**src/rtl/mmc3_outer_bank_core.sv**
```systemverilog
// MMC3-class banking core: inner bank registers, multicart outer-bank latch,
// filtered A12 scanline counter and IRQ with selectable MMC3A/MMC3B behaviour.
module mmc3_outer_bank_core #(
  parameter int PRG_W    = 8,
  parameter int CHR_W    = 10,
  parameter int A12_FILT = 4,
  parameter int IRQ_REV  = 1
) (
  input  logic             m2,
  input  logic             map_rst,
  input  logic [14:0]      cpu_addr,
  input  logic [7:0]       cpu_dat,
  input  logic             wr_rom,
  input  logic             wr_wram,
  input  logic [2:0]       ppu_addr,
  output logic [PRG_W-1:0] prg_bank,
  output logic [CHR_W-1:0] chr_bank,
  output logic             mirror,
  output logic             ram_en,
  output logic             ram_wp,
  output logic             lock,
  output logic             irq
);

  logic [7:0]        r_q [8];
  logic [7:0]        r_d [8];
  logic [2:0]        select_q, select_d;
  logic              prg_mode_q, prg_mode_d;
  logic              chr_mode_q, chr_mode_d;
  logic              mirror_q, mirror_d;
  logic [1:0]        ram_prot_q, ram_prot_d;
  logic [7:0]        irq_latch_q, irq_latch_d;
  logic [7:0]        counter_q, counter_d;
  logic              reload_q, reload_d;
  logic              irq_en_q, irq_en_d;
  logic              irq_q, irq_d;
  logic [A12_FILT:0] hist_q, hist_d;
  logic [7:0]        x_q [4];
  logic [7:0]        x_d [4];
  logic [1:0]        idx_q, idx_d;

  logic [2:0] rsel;
  logic       a12_edge;
  logic       reload_path;
  logic       irq_set;
  logic [7:0] counter_step;
  logic [7:0] prg_inner;
  logic [7:0] chr_inner;
  logic [2:0] chr_slot;
  logic [7:0] cmask;
  logic       unused_ok;

  assign lock      = x_q[3][6];
  assign mirror    = mirror_q;
  assign ram_en    = ram_prot_q[1] & ~lock;
  assign ram_wp    = ram_prot_q[0];
  assign irq       = irq_q;
  assign unused_ok = ^{cpu_addr[12:1], x_q[3][7]};

  always_comb begin
    rsel         = {cpu_addr[14:13], cpu_addr[0]};
    // newest sample in bit 0; an edge needs A12_FILT lows before it
    a12_edge     = hist_q[0] & ~(|hist_q[A12_FILT:1]);
    hist_d       = {hist_q[A12_FILT-1:0], ppu_addr[2]};
    r_d          = r_q;
    select_d     = select_q;
    prg_mode_d   = prg_mode_q;
    chr_mode_d   = chr_mode_q;
    mirror_d     = mirror_q;
    ram_prot_d   = ram_prot_q;
    irq_latch_d  = irq_latch_q;
    counter_d    = counter_q;
    reload_d     = reload_q;
    irq_en_d     = irq_en_q;
    irq_d        = irq_q;
    x_d          = x_q;
    idx_d        = idx_q;
    irq_set      = 1'b0;
    reload_path  = (counter_q == 8'd0) || reload_q;
    counter_step = reload_path ? irq_latch_q : counter_q - 8'd1;

    if (a12_edge) begin
      counter_d = counter_step;
      if (reload_path) reload_d = 1'b0;
      if (IRQ_REV != 0) irq_set = (counter_step == 8'd0);
      else irq_set = (!reload_path && counter_q == 8'd1) ||
                     (reload_q && irq_latch_q == 8'd0);
    end

    // register writes land after the edge so a same-cycle write takes priority
    if (wr_rom) begin
      case (rsel)
        3'd0: begin
          select_d   = cpu_dat[2:0];
          prg_mode_d = cpu_dat[6];
          chr_mode_d = cpu_dat[7];
        end
        3'd1: begin
          if (select_q[2:1] == 2'b00) r_d[select_q] = {cpu_dat[7:1], 1'b0};
          else r_d[select_q] = cpu_dat;
        end
        3'd2: mirror_d    = cpu_dat[0];
        3'd3: ram_prot_d  = cpu_dat[7:6];
        3'd4: irq_latch_d = cpu_dat;
        3'd5: begin
          counter_d = 8'd0;
          reload_d  = 1'b1;
          irq_set   = 1'b0;
        end
        3'd6:    irq_en_d = 1'b0;
        default: irq_en_d = 1'b1;
      endcase
    end

    if (irq_set && irq_en_d) irq_d = 1'b1;
    if (wr_rom && rsel == 3'd6) irq_d = 1'b0;

    if (wr_wram && !lock) begin
      x_d[idx_q] = cpu_dat;
      idx_d      = idx_q + 2'd1;
    end
  end

  always_comb begin
    prg_inner = 8'hFF;
    case (cpu_addr[14:13])
      2'd0:    prg_inner = prg_mode_q ? 8'hFE : r_q[6];
      2'd1:    prg_inner = r_q[7];
      2'd2:    prg_inner = prg_mode_q ? r_q[6] : 8'hFE;
      default: prg_inner = 8'hFF;
    endcase
    prg_bank = PRG_W'((prg_inner & ~{2'b00, x_q[3][5:0]}) | x_q[1]);

    chr_slot = ppu_addr ^ {chr_mode_q, 2'b00};
    case (chr_slot[2:1])
      2'd0:    chr_inner = r_q[0] | {7'd0, chr_slot[0]};
      2'd1:    chr_inner = r_q[1] | {7'd0, chr_slot[0]};
      default: chr_inner = r_q[chr_slot - 3'd2];
    endcase
    cmask = x_q[2][3] ? (8'hFF >> (3'd7 - x_q[2][2:0])) : 8'h00;
    if (lock) chr_bank = CHR_W'({4'h0, (chr_inner & cmask) | x_q[0]} | {x_q[2][7:4], 8'h00});
    else chr_bank = CHR_W'(chr_inner);
  end

  always_ff @(posedge m2) begin
    if (map_rst) begin
      r_q[0]      <= 8'd0;
      r_q[1]      <= 8'd2;
      r_q[2]      <= 8'd4;
      r_q[3]      <= 8'd5;
      r_q[4]      <= 8'd6;
      r_q[5]      <= 8'd7;
      r_q[6]      <= 8'd0;
      r_q[7]      <= 8'd1;
      select_q    <= 3'd0;
      prg_mode_q  <= 1'b0;
      chr_mode_q  <= 1'b0;
      mirror_q    <= 1'b0;
      ram_prot_q  <= 2'd0;
      irq_latch_q <= 8'd0;
      counter_q   <= 8'd0;
      reload_q    <= 1'b0;
      irq_en_q    <= 1'b0;
      irq_q       <= 1'b0;
      hist_q      <= '1;
      x_q[0]      <= 8'd0;
      x_q[1]      <= 8'd0;
      x_q[2]      <= 8'd0;
      x_q[3]      <= 8'd0;
      idx_q       <= 2'd0;
    end else begin
      r_q         <= r_d;
      select_q    <= select_d;
      prg_mode_q  <= prg_mode_d;
      chr_mode_q  <= chr_mode_d;
      mirror_q    <= mirror_d;
      ram_prot_q  <= ram_prot_d;
      irq_latch_q <= irq_latch_d;
      counter_q   <= counter_d;
      reload_q    <= reload_d;
      irq_en_q    <= irq_en_d;
      irq_q       <= irq_d;
      hist_q      <= hist_d;
      x_q         <= x_d;
      idx_q       <= idx_d;
    end
  end

endmodule
```
**config.mk**
```make
export PLATFORM = sky130hd
export DESIGN_NAME = mmc3_outer_bank_core
export DESIGN_NICKNAME = d
export VERILOG_FILES = /design/src/rtl/mmc3_outer_bank_core.sv
export SDC_FILE = /design/constraint.sdc
export NUM_CORES = 1
export LEC_CHECK = 0
export BUFFER_PORTS_ARGS = -buffer_cell sky130_fd_sc_hd__buf_2
export CAP_MARGIN = 40
export CORE_MARGIN = 1.5
export CORE_UTILIZATION = 33
export CTS_BUF_LIST = sky130_fd_sc_hd__clkbuf_16
export DETAILED_ROUTE_END_ITERATION = 12
export PLACE_DENSITY = 0.6
export SETUP_SLACK_MARGIN = 0.02
export SYNTH_ARGS = -nofsm -noshare
export SYNTH_HDL_FRONTEND = slang
export SYNTH_SLANG_ARGS = --single-unit
```
**constraint.sdc**
```tcl
create_clock -name m2 -period 7.5 [get_ports m2]
set_clock_uncertainty 0.15 [all_clocks]
set_input_delay 1.5 -clock m2 [delete_from_list [all_inputs] [get_ports m2]]
set_output_delay 1.5 -clock m2 [all_outputs]
set_load 0.02 [all_outputs]
```
==> qor.txt <==
Status: completed
Iteration-0 DRC Markers: 377
CP Launch Type: input pin
First-pass GRT wire length: 25040 um
Area Overhead vs Synth: 15.70%
Buffers on Ports: 40
# rows: 49
Power Density: 244.2 nW/um^2
RSZ-0062 raised after global routing: no
Yosys Warn Count: 0
Critical hold path startpoint: hist_q[1]
CTS max path bufs: 2
Worst vdd ir: 203.0 uV
Critical path arrival: 3930 ps
Crit end category: primary output
Antenna Violating Nets Remaining: 0
Clock latency on the worst-skew pair: 420 ps
NumNets Final: 729
Clock root buffer: clkbuf_16
Launch point of the worst reg-to-reg path: counter_q[0]
Top Ports: 53
Flops & latches, synth: 127
Slew HR: 0.4017
Library cells used by synthesis: 58
CTS tree: yes
Post-synth top area share: 0.4210
Largest net degree at the start of global routing: 85
Overall die area: 19120 um^2
Setup Fix Bufs, Post-CTS: 0
Number of synthesized flops with an enable pin: 0
Post-synth ARST share: 0
Count leader, synth: dfxtp_1
Tmin final: 5576 ps
Worst-path clk slew: 50 ps
Fill cell count: 1836
Placer Congestion: 0.7934
FMAX: 0.1793 GHz
Multi-input gate area: 3218 um^2
Via/cell ratio: 5.213
Critical-path maximum fanout: 16
Fin. max-slew vios: 0
Syn Nets: 720
Cell Area, Synth: 6040 um^2
Post-Route Setup TNS: 0 ps
Diode count: 0
Yosys top cell by area: dfxtp_1
Register area share after synthesis: 0.4210
Clock Sinks: 127
Final setup fails: 0
Die Height: 138.3 um
Mapped Avg Cell Area: 8.856 um^2
Gr usage total: 0.1670
DR WL/cell: 16.79 um
Worst Hold Path EP: hist_q[2]
H-tree levels: 4
Gate Count Post-Synth: 682
Post-CTS sizing: 0
Final hold vios: 0
DPL Wire Length: 10530 um
Design Power: 1707 uW
Worst setup path class: input pin to primary output
Initial antenna violation count: 0
Actual slew at the worst max-slew pin: 893.5 ps
Vias in the first global route: 4532
Worst R2R Setup Slack: 4910 ps
Initial cell density of the core: 0.3362
Total grt overflow: 0
Register Area: 2542 um^2
Worst EP required: 5850 ps
Max Cap Viol: 0
Main flop type after synthesis: dfxtp_1
Via Count: 4864
# hold bufs at CTS: 0
Lkg Pwr: 0.002631 uW
Type of the most critical hold path: flip-flop to flip-flop
Final Cycle Share: 0.7435
Worst Hold Path Cells: 1
Synth area leaders: dfxtp_1 (42%), mux2i_1 (9.9%), mux4_2 (6.0%), nor2_1 (5.2%), nand2_1 (4.9%)
Number of remaining DRC errors: 0
Reg2Reg Depth: 7
Post-synth top cells: dfxtp_1 (127), nor2_1 (84), nand2_1 (79), mux2i_1 (60), a21oi_1 (57)
TritonRoute pass-1 iters: 5
Reg-to-Reg End: irq
Total CTS buffers: 17
Routed Wire Length: 15670 um
Setup ws final: 1924 ps
Layout cells sized above 1: 0.1577
Die extent in x: 138.3 um
Core ar.: 17960 um^2
Pre-CTS setup slack: 1919 ps
layer usage:
metal / part of all wire / global-route usage
met5: 0 / 0
met4: 0.012 / 0.04875
met3: 0.052 / 0.04295
met2: 0.43 / 0.2404
met1: 0.50 / 0.2447
critical path, stage by stage:
cell and delay (ps):
buf_2 150, inv_2 130, ha_1 870, mux4_2 630, mux2i_1 150, o21ai_0 100, a22o_1 220, buf_2 170
final cells by class:
cell class | count | share of cell area
Timing Repair Buffer | 44 | 0.03671
Clock inverter | 15 | 0.02847
Multi-Input combinational cell | 485 | 0.4605
Clock buffer | 17 | 0.06088
Sequential cell | 127 | 0.3638
Tap cell | 229 | 0.04100
Inverter | 16 | 0.008594
report_power, final:
group / total [uW] / internal [uW] / switching (uW)
clock: 881 / 581 / 300
combinational: 130 / 43.1 / 87.0
sequential: 695 / 687 / 8.74
total: 1710 / 1310 / 396
kinds of logic (layout without fill, tap and decap cells):
group	after synthesis	count (layout)	synth area share
buffers and inverters	70	92	0.04661
flip-flops	127	127	0.4210
multiplexers	78	78	0.1635
AO/OA/AOI/OAI	133	133	0.1382
AND/OR/NAND/NOR	261	261	0.2070
XOR/XNOR	5	5	0.007252
adder cells (fa/ha/maj)	8	8	0.01657
cell usage in the layout, fill, tap and decap left out, types with 2 or more instances in the layout:
cell type / n
a21o_1: 3
a21oi_1: 57
inv_1: 15
xnor2_1: 2
nor4_1: 2
a31oi_1: 6
dfxtp_1: 127
clkinv_2: 3
bufinv_16: 5
buf_4: 3
clkinv_1: 5
nand2b_1: 4
a22oi_1: 8
o21ai_0: 19
nor3b_2: 2
o21ai_1: 2
nor3_1: 7
o211ai_1: 2
a211o_1: 12
buf_2: 39
a22o_1: 7
nor2b_1: 11
ha_1: 8
nand3_1: 41
o22ai_1: 2
xor2_1: 3
mux2i_1: 60
nor4b_4: 2
clkbuf_16: 17
nor2_1: 84
clkinvlp_4: 2
mux4_2: 16
or2_2: 8
nor3_2: 2
nand3b_1: 2
nand2_1: 79
o2bb2ai_1: 2
o31ai_1: 5
and2_1: 6
metrics by stage:
stage,std cells,hold slack [ps],utilization,area [um^2]
after global routing,933,323.6,0.3890,6988
after global placement,899,279.5,0.3521,6325
final,933,298.8,0.3890,6988
after CTS,933,300.5,0.3890,6988
after floorplan,682,267.5,-,6040
after detailed placement,901,286.7,0.3543,6364
how the worst max path moves through the flow:
stage          slack [ps]  cells past startpoint     endpoint   startpoint
6_report             1920                      8  chr_bank[1]  ppu_addr[1]
5_1_grt              1750                      8  chr_bank[1]  ppu_addr[1]
4_1_cts              1910                      8  chr_bank[1]  ppu_addr[1]
3_5_place_dp         1920                      8  chr_bank[1]  ppu_addr[1]
3_3_place_gp         1930                      8  chr_bank[6]  ppu_addr[1]
2_1_floorplan        2550                      8  chr_bank[5]  ppu_addr[2]
Note: power is estimated with default switching activity, not from simulation.
